## src/rtl/u712_bus_initiator.sv

```systemverilog
`default_nettype none
// ============================================================================
// u712_bus_initiator: MC68040/060 local-bus master sequencer (arbitration,
// nTS/nTIP generation, termination sampling, burst-inhibit split).  Rev 1.0
// ============================================================================
module u712_bus_initiator #(
    parameter int TIMEOUT   = 64,
    parameter int MAX_RETRY = 4
) (
    input  logic        CLK40,
    input  logic        nRESET,
    input  logic        REQ,
    input  logic [31:0] REQ_ADDR,
    input  logic        REQ_RnW,
    input  logic        REQ_LINE,
    input  logic [1:0]  REQ_SIZ,
    input  logic [31:0] WDATA,
    output logic [1:0]  BEAT,
    output logic        RD_STB,
    output logic        DONE,
    output logic        ERR,
    output logic        nBR,
    input  logic        nBG,
    input  logic        nBB_IN,
    output logic        nBB_OUT,
    output logic        nBB_OE,
    output logic        nTS,
    output logic        nTIP,
    output logic [31:0] A_OUT,
    output logic        RnW,
    output logic [1:0]  SIZ,
    output logic [1:0]  TT,
    output logic        BUS_OE,
    input  logic [31:0] D_IN,
    output logic [31:0] D_OUT,
    output logic        D_OE,
    input  logic        nTA,
    input  logic        nTEA,
    input  logic        nTBI
);

    localparam int c_tmo_w = $clog2(TIMEOUT + 1);
    localparam int c_rty_w = $clog2(MAX_RETRY + 1);
    localparam logic [c_tmo_w-1:0] c_tmo_last = c_tmo_w'(TIMEOUT - 1);
    localparam logic [c_rty_w-1:0] c_rty_last = c_rty_w'(MAX_RETRY - 1);

    typedef enum logic [2:0] {
        S_IDLE    = 3'd0,
        S_ARB     = 3'd1,
        S_OWN     = 3'd2,
        S_START   = 3'd3,
        S_WAIT    = 3'd4,
        S_RETRY   = 3'd5,
        S_RELEASE = 3'd6
    } state_t;

    state_t             state_q, state_d;
    logic [31:0]        addr_q, addr_d;
    logic               rnw_q, rnw_d;
    logic               line_q, line_d;
    logic [1:0]         siz_q, siz_d;
    logic [1:0]         beat_q, beat_d;
    logic               split_q, split_d;
    logic [c_tmo_w-1:0] tmo_q, tmo_d;
    logic [c_rty_w-1:0] retry_q, retry_d;
    logic               n_br_q, n_br_d;
    logic               n_ts_q, n_ts_d;
    logic               n_tip_q, n_tip_d;
    logic               nbb_out_q, nbb_out_d;
    logic               nbb_oe_q, nbb_oe_d;
    logic               bus_oe_q, bus_oe_d;
    logic               d_oe_q, d_oe_d;
    logic               done_q, done_d;
    logic               err_q, err_d;

    logic               w_ack;
    logic               w_tea;
    logic               w_retry;
    logic [1:0]         w_beat_inc;
    logic               w_unused_d_in;

    assign w_ack      = !nTA && nTEA;
    assign w_tea      = nTA && !nTEA;
    assign w_retry    = !nTA && !nTEA;
    assign w_beat_inc = beat_q + 2'd1;

    // Read data is consumed by the client straight from D_IN while RD_STB is high.
    assign w_unused_d_in = ^D_IN;

    always_comb begin
        state_d = state_q;
        addr_d  = addr_q;
        rnw_d   = rnw_q;
        line_d  = line_q;
        siz_d   = siz_q;
        beat_d  = beat_q;
        split_d = split_q;
        tmo_d   = tmo_q;
        retry_d = retry_q;
        done_d  = 1'b0;
        err_d   = 1'b0;

        case (state_q)
            S_IDLE: begin
                retry_d = '0;
                if (REQ) begin
                    state_d = S_ARB;
                    addr_d  = REQ_ADDR;
                    rnw_d   = REQ_RnW;
                    line_d  = REQ_LINE;
                    siz_d   = REQ_LINE ? 2'b11 : REQ_SIZ;
                    beat_d  = 2'd0;
                    split_d = 1'b0;
                    tmo_d   = '0;
                end
            end
            S_ARB: begin
                if (!nBG && nBB_IN) begin
                    state_d = S_OWN;
                end
            end
            S_OWN: begin
                state_d = S_START;
            end
            S_START: begin
                tmo_d   = '0;
                state_d = S_WAIT;
            end
            S_WAIT: begin
                if (w_ack) begin
                    tmo_d = '0;
                    if (!line_q || beat_q == 2'd3) begin
                        state_d = S_RELEASE;
                        done_d  = 1'b1;
                    end else begin
                        beat_d = w_beat_inc;
                        // Once burst-inhibited, every remaining beat is its own long-word cycle.
                        if (split_q || !nTBI) begin
                            split_d = 1'b1;
                            siz_d   = 2'b00;
                            addr_d  = {addr_q[31:4], w_beat_inc, 2'b00};
                            state_d = S_START;
                        end
                    end
                end else if (w_tea) begin
                    state_d = S_RELEASE;
                    err_d   = 1'b1;
                end else if (w_retry) begin
                    retry_d = retry_q + 1'b1;
                    if (retry_q == c_rty_last) begin
                        state_d = S_RELEASE;
                        err_d   = 1'b1;
                    end else begin
                        state_d = S_RETRY;
                    end
                end else begin
                    tmo_d = tmo_q + 1'b1;
                    if (tmo_q == c_tmo_last) begin
                        state_d = S_RELEASE;
                        err_d   = 1'b1;
                    end
                end
            end
            S_RETRY: begin
                state_d = S_START;
            end
            S_RELEASE: begin
                state_d = S_IDLE;
            end
            default: begin
                state_d = S_IDLE;
            end
        endcase

        // Bus-control outputs are registered images of the next state.
        n_br_d    = (state_d != S_ARB);
        n_ts_d    = (state_d != S_START);
        n_tip_d   = !(state_d == S_START || state_d == S_WAIT);
        bus_oe_d  = (state_d inside {S_OWN, S_START, S_WAIT, S_RETRY, S_RELEASE});
        nbb_oe_d  = bus_oe_d;
        nbb_out_d = !(state_d inside {S_OWN, S_START, S_WAIT, S_RETRY});
        d_oe_d    = (state_d == S_WAIT) && !rnw_d;
    end

    always_ff @(posedge CLK40 or negedge nRESET) begin
        if (!nRESET) begin
            state_q   <= S_IDLE;
            addr_q    <= '0;
            rnw_q     <= 1'b1;
            line_q    <= 1'b0;
            siz_q     <= 2'b00;
            beat_q    <= 2'd0;
            split_q   <= 1'b0;
            tmo_q     <= '0;
            retry_q   <= '0;
            n_br_q    <= 1'b1;
            n_ts_q    <= 1'b1;
            n_tip_q   <= 1'b1;
            nbb_out_q <= 1'b1;
            nbb_oe_q  <= 1'b0;
            bus_oe_q  <= 1'b0;
            d_oe_q    <= 1'b0;
            done_q    <= 1'b0;
            err_q     <= 1'b0;
        end else begin
            state_q   <= state_d;
            addr_q    <= addr_d;
            rnw_q     <= rnw_d;
            line_q    <= line_d;
            siz_q     <= siz_d;
            beat_q    <= beat_d;
            split_q   <= split_d;
            tmo_q     <= tmo_d;
            retry_q   <= retry_d;
            n_br_q    <= n_br_d;
            n_ts_q    <= n_ts_d;
            n_tip_q   <= n_tip_d;
            nbb_out_q <= nbb_out_d;
            nbb_oe_q  <= nbb_oe_d;
            bus_oe_q  <= bus_oe_d;
            d_oe_q    <= d_oe_d;
            done_q    <= done_d;
            err_q     <= err_d;
        end
    end

    // RD_STB coincides with the clock in which the ack (and D_IN) is sampled.
    assign RD_STB  = (state_q == S_WAIT) && w_ack && rnw_q;
    assign BEAT    = beat_q;
    assign DONE    = done_q;
    assign ERR     = err_q;
    assign nBR     = n_br_q;
    assign nBB_OUT = nbb_out_q;
    assign nBB_OE  = nbb_oe_q;
    assign nTS     = n_ts_q;
    assign nTIP    = n_tip_q;
    assign A_OUT   = addr_q;
    assign RnW     = rnw_q;
    assign SIZ     = siz_q;
    assign TT      = 2'b00;
    assign BUS_OE  = bus_oe_q;
    assign D_OUT   = WDATA;
    assign D_OE    = d_oe_q;

endmodule
`default_nettype wire

```

## config.mk

```make
export PLATFORM = sky130hd
export DESIGN_NAME = u712_bus_initiator
export DESIGN_NICKNAME = d
export VERILOG_FILES = /design/src/rtl/u712_bus_initiator.sv
export SDC_FILE = /design/constraint.sdc
export NUM_CORES = 1
export LEC_CHECK = 0
export ABC_AREA = 1
export CAP_MARGIN = 10
export CORE_UTILIZATION = 34
export CTS_BUF_LIST = sky130_fd_sc_hd__clkbuf_8
export DETAILED_ROUTE_END_ITERATION = 7
export PLACE_DENSITY_LB_ADDON = 0.05
export SLEW_MARGIN = 20
export SYNTH_ARGS = -nofsm -noshare
export SYNTH_HDL_FRONTEND = slang
export SYNTH_SLANG_ARGS = --single-unit
export TNS_END_PERCENT = 100
```

## constraint.sdc

```tcl
create_clock -name CLK40 -period 1.5 [get_ports CLK40]
set_input_delay 0.15 -clock CLK40 [delete_from_list [all_inputs] [get_ports CLK40]]
set_output_delay 0.15 -clock CLK40 [all_outputs]
set_load 0.01 [all_outputs]
```

# After elaboration in Yosys (flattened, before gate mapping)
# Cells that the tools add are included.
# classes
addsub	3
n_mul	0
n_div	0
n_lt_le_gt_ge	0
eq_ne	24
shift	0
n_mux	50
bitwise	1
n_reduce_logical	30
# op_table
operator	n
32-bit case mux with 2 select lines	1
3-bit two-way mux	11
32-bit two-way mux	1
7-bit two-way mux	4
7-bit case mux with 3 select lines	1
2-bit two-way mux	9
3-bit by 2-bit == test with 1-bit output, second input constant	5
3-bit == test, second input constant	5
1-bit two-way mux	15
3-bit case mux with 5 select lines	1
2-bit inequality test, second input constant	7
4-bit two-way mux	3
4-bit AND reduction	3
1-bit logical NOT	8
2-bit case mux with 2 select lines	2
7-bit by 1-bit adder with 7-bit output, second input constant	1
7-bit by 6-bit == test with 1-bit output, second input constant	1
1-bit logical AND	7
3-bit inequality test, second input constant	2
3-bit case mux with 2 select lines	1
5-bit AND reduction	1
5-bit nonzero test	1
4-bit nonzero test	1
3-bit by 1-bit adder with 3-bit output, second input constant	1
14 further kinds	16
# word_totals
regBits	60
latchBits	0
ram_bits	0
rom_bits	0
in_bits	108
output_inout_bits	81
word_cells	126
memories	0

# Depth between registers and ports, before layout
# depth
ltp_word	9
mapped_depth	11
ltp_nobuf	11

# Least setup slack after synthesis
# OpenSTA, ideal clock, no wires.
# synth_path
path_type	register to register
startpoint	reg retry_q[0]
endpoint	reg n_tip_q, in the netlist nTIP
setup_ns	0.081
t_arrival_ns	1.409
required_time_ns	1.419
setup_slack_ns	0.010
stages_incl_launch_ff	8
path_buffers	0
period_less_slack_ns	1.490
cell_sequence	dfrtp_1 -> ha_1 -> ha_1 -> or2_2 -> nand3_1 -> nand2_2 -> o21ai_0 -> nand2_1
# synth_between
elab_chain_len	9
elab_cells_between_ends	10
classes_between	eq/ne: 3; mux: 5; reduce/logical: 2
# synth_rtl
element	line	source
start, declared	65	logic [c_rty_w-1:0] retry_q, retry_d;
start signal, assigned	214	retry_q <= retry_d;
3-bit by 2-bit == test with 1-bit output (*)	150	if (retry_q == c_rty_last) begin
2-bit two-way mux (*)	150	
3-bit two-way mux (*)	148	end else if (w_retry) begin
3-bit two-way mux (*)	145	end else if (w_tea) begin
3-bit two-way mux (*)	130	if (w_ack) begin
3-bit case mux with 5 select lines (*)	103	case (state_q)
net state_d[1]	57	state_t state_q, state_d;
3-bit by 2-bit == test with 1-bit output or 3-bit == test (tied branches)	178	n_tip_d = !(state_d == S_START || state_d == S_WAIT);
1-bit logical OR (*)	178	
1-bit logical NOT (*)	178	
net n_tip_d	68	logic n_tip_q, n_tip_d;
end signal, assigned	217	n_tip_q <= n_tip_d;
end, declared	68	
# The timed path passes the listed nets; every way through them passes the cells marked *.
# A chain may end at the register's enable or synchronous reset.

# Worst setup path in the final report
# layout_path
startpoint	reg state_q[2]
endpoint	reg tmo_q[5]
# layout_between
elab_chain_len	3
elab_cells_between_ends	9
classes_between	eq/ne: 5; mux: 1; reduce/logical: 3
# layout_rtl
element	line	source
start, declared	57	
start signal, assigned	206	state_q <= state_d;
3-bit == test (tied with other cells)	103	
3-bit inequality test (no line) (tied with other cells)	-	
4-bit AND reduction (no line)	-	
end signal, assigned	213	tmo_q <= tmo_d;
end, declared	64	logic [c_tmo_w-1:0] tmo_q, tmo_d;
# Parallel ways exist; a longest one is shown, timed or not.

==> results.md <==
- The element type at the critical path start is a register.
- The total negative slack is -0.00201 ns.
- Yosys mapped the design onto 32 distinct sky130hd cell types.
- In this design, the stage delay of the slowest critical-path cell is between 0.4 and 0.5 ns.
- Compared with the post-synthesis result, the final layout area differs by 48.8%.
- The mean routed wirelength per cell is 12.8 um.
- The starting density of the core is 0.355.
- The initial antenna violation count is 0.
- The maximum number of pins on one net before global-route repair is 33.
- Across the whole layout, storage elements account for 1510 um^2.
- The final layout contains 578 nets.
- The clock arrives with 0.00798 ns of skew.
- The final layout contains routed wiring with a total length of 7.33 mm.
- The power per cell area is 1890 nW/um^2.
- The highest-delay cell along the critical path is sky130_fd_sc_hd__dfrtp_2.
- The number of buffers added by the clock tree synthesis step is 9.
- Clock-pin slew was measured on the worst setup and hold paths at around 0.07 ns.
- The data required time of the worst path is 1.72 ns.
- The kind of end point of the critical path is a register.
- The count of antenna diodes in the layout is 0.
- The proportion of register bits with asynchronous set or reset after synthesis is 1.00.
- Of the cells placed in the final design, the portion with a size suffix greater than 1 is 0.240.
- The worst supply voltage drop on vdd is 815 uV.
- Synthesis handed over a netlist of 363 instances.
- The core region area is 8300 um^2.
- The count of nets left with antenna violations once routing finished came out at 0.
- Once placement finished, the instance area stood at 3980 um^2.
- The number of endpoints with negative hold slack in the final report is 0.
- The length of the first detailed-routing pass in iterations is 4.
- In this run the count of I/O pins placed on the die edge is 189.
- The post-route fraction of the period consumed by the critical path is 1.00.
- The TritonCTS clock tree is built.
- The time the worst path needs with I/O delays and setup is 1.50 ns.
- The H-tree was split into 3 levels.
- The final reports fail on negative setup slack.
- Detailed routing inserted a total of roughly 2600 vias.
- The floorplan step set the die height to 95.1 um.
- The insertion delay to the later sink of the worst-skew pair is around 0.34 ns.
- The max capacitance violation total is 0.
- The global routing usage summed across all routing layers is 0.174.
- For this run, design rule violations remaining after detail routing come to 0.
- The root buffer cell chosen for the clock tree is sky130_fd_sc_hd__clkbuf_8.
- In the synthesized netlist the dominant register cell turns out to be sky130_fd_sc_hd__dfrtp_1.
- The min-delay analysis places its worst path in the category in -> async.
- Summing all non-filler instances in the final layout gives an area of 4390 um^2.
- The classification of the worst setup path is reg -> reg.
- The placer's final routability congestion estimate is 0.805.
- The final count of pins violating max slew is 0.
- The number of failing setup endpoints in the final timing report is 1.
- The clock net in this run drives a total of 60 sinks.
- The multi-input gate area in the final layout is approximately 1200 um^2.
- The buffering stage count on the worst path with inverters included is 2.
- Setup repair after global routing could not meet its margin everywhere.
- The number of buffer cells added on primary ports is 90.
- The detailed router finished its first iteration with 89 violations.
- Row generation in the floorplan step produced 33 rows.
- The run finished, with violations left.
- Derived from the worst setup path, the maximum achievable clock frequency is about 0.67 GHz.
- The maximum count of clock buffers along a single path is 2.
- In the routed layout, each cell is associated on average with a via count of 4.48.
- The critical path runs through a total of 8 cells.
- Traced cell by cell, the critical path runs through inv_4, nand3_1, nand2_2, a21oi_4, nor2_4, buf_4, nand2_1, a21boi_1.
- The share of the Yosys chip area taken by registers is 0.511.
- Yosys mapped a number of flops with a built-in enable equal to 0.
- The mean post-synth cell area is 8.12 um^2.
- The remaining global-route overflow is 0.
- The length in cells of the worst reg-to-reg path is 8.
- Along the worst path, the maximum fanout reaches 6.
- The yosys synthesis warning count is 0.
- From left edge to right edge, the die measures 95.1 um.
- Setup slack on the critical path of the routed design comes to -0.00201 ns.
- The die area is approximately 9100 um^2.
- The wire length of the first global-routing pass is approximately 12 mm.
- The leakage power summed over all cells is 2.19 nW.
- Data arrives at the worst endpoint at 1.73 ns.
- The via count of the first global-routing pass is roughly 2700.
- After synthesis the cells add up to 2950 um^2.
- In this run, synthesis produced a sequential element count of 60.
- The placed wire-length estimate after detailed placement is 5.20 mm.
- Broken down by cell family, the worst path's largest delay share belongs to simple AND/OR/NAND/NOR gates.
- The fill cell instance count of the final layout is about 800.
## metrics by stage
| stage | setup WS, ns | hold slack (ns) | std cells | power (mW) | utilization |
|---|---|---|---|---|---|
| after global routing | -0.0760 | 0.300 | 575 | 8.96 | 0.529 |
| after global placement | -0.274 | 0.118 | 554 | 6.46 | 0.480 |
| final | -0.00201 | 0.283 | 575 | 8.31 | 0.529 |
| after detailed placement | -0.266 | 0.121 | 554 | 6.49 | 0.480 |
| after CTS | -0.0501 | 0.293 | 570 | 8.04 | 0.507 |
| after floorplan | 0.0100 | -0.146 | 364 | 4.56 | - |
## layer usage
layer	track usage	vias to the layer above	routed length, um
met3	0.0630	11	550
li1	-	1288	-
met2	0.270	78	3380
met4	0.0833	0	134
met5	0	-	0
met1	0.215	1197	3260
## cell type report
cell class / count / share of cell area
Inverter: 31 / 0.0288
Multi-Input combinational cell: 231 / 0.269
Clock inverter: 4 / 0.0111
Tap cell: 105 / 0.0299
Clock buffer: 11 / 0.0345
Timing Repair Buffer: 133 / 0.283
Sequential cell: 60 / 0.344
## cells by family (layout without fill, tap and decap cells)
group / count (synthesis) / after routing / synth area share
flip-flops: 60 / 60 / 0.511
AO/OA/AOI/OAI: 25 / 25 / 0.0492
buffers and inverters: 73 / 179 / 0.141
other: 1 / 2 / 0.00127
adder cells (fa/ha/maj): 4 / 4 / 0.0170
AND/OR/NAND/NOR: 200 / 200 / 0.280
## registers in the layout (all words and copies together) (netlist names), 2 cells and up
| name | cells |
|---|---|
| state_q | 3 |
| retry_q | 3 |
| BEAT | 2 |
| SIZ | 2 |
| A_OUT | 32 |
| tmo_q | 7 |
## cells in the mapped netlist (4+ instances only)
cell type	number	area share
sky130_fd_sc_hd__dfrtp_1	55	0.47
sky130_fd_sc_hd__nor2_1	18	0.023
sky130_fd_sc_hd__o21ai_1	4	0.0068
sky130_fd_sc_hd__a21oi_1	5	0.0085
sky130_fd_sc_hd__dfstp_2	5	0.045
sky130_fd_sc_hd__buf_4	35	0.089
sky130_fd_sc_hd__inv_1	23	0.029
sky130_fd_sc_hd__nand2_1	151	0.19
sky130_fd_sc_hd__inv_2	8	0.010
sky130_fd_sc_hd__o21ai_0	8	0.014
sky130_fd_sc_hd__nand3_1	17	0.029
sky130_fd_sc_hd__ha_1	4	0.017
## worst paths after layout
check / startpoint / slack [ns] / to
max: state_q[2] / -0.002 / tmo_q[5]
min: nRESET / 0.28 / tmo_q[2]
max reg2reg: state_q[2] / -0.002 / tmo_q[5]
min reg2reg: A_OUT[26] / 0.48 / A_OUT[26]
max in group asynchronous: nRESET / 0.62 / nBR
min in group CLK40: WDATA[12] / 0.30 / D_OUT[12]
## repair_timing
| action | 4_1_cts | 5_1_grt |
|---|---|---|
| setup endpoints to repair | 21 | 30 |
| pin swaps | 4 | 13 |
| buffers inserted | 0 | 5 |
| hold endpoints to repair | 11 | 0 |
| hold buffers | 1 | 0 |
| resized for setup | 19 | 42 |
## power breakdown
| part | switching, mW | internal [mW] | leakage (nW) |
|---|---|---|---|
| sequential | 0.342 | 2.29 | 0.755 |
| combinational | 2.07 | 2.10 | 1.33 |
| clock | 0.646 | 0.846 | 0.105 |
| total | 3.06 | 5.25 | 2.19 |
## cell usage in the layout (no fill, tap or decap), types with 3 or more instances in the layout
cell                              netlist  final
sky130_fd_sc_hd__a21oi_1                5      3
sky130_fd_sc_hd__nand3_2                1      5
sky130_fd_sc_hd__dlygate4sd2_1          0      7
sky130_fd_sc_hd__dfrtp_1               55     54
sky130_fd_sc_hd__nand2_1              151    146
sky130_fd_sc_hd__nor2_4                 2      4
sky130_fd_sc_hd__buf_6                  1      3
sky130_fd_sc_hd__inv_1                 23     21
sky130_fd_sc_hd__o21ai_0                8      5
sky130_fd_sc_hd__nor2_2                 2      7
sky130_fd_sc_hd__nand2_2                3      5
sky130_fd_sc_hd__nand2_4                1      3
sky130_fd_sc_hd__o21ai_1                4      4
sky130_fd_sc_hd__dfstp_2                5      5
sky130_fd_sc_hd__o21ai_2                0      3
sky130_fd_sc_hd__clkbuf_8               0     11
sky130_fd_sc_hd__nand3_1               17     12
sky130_fd_sc_hd__nor2_1                18     11
sky130_fd_sc_hd__buf_4                 35     37
sky130_fd_sc_hd__inv_2                  8      7
sky130_fd_sc_hd__clkdlybuf4s50_1        0     81
Power figures use the tool's default switching activity.
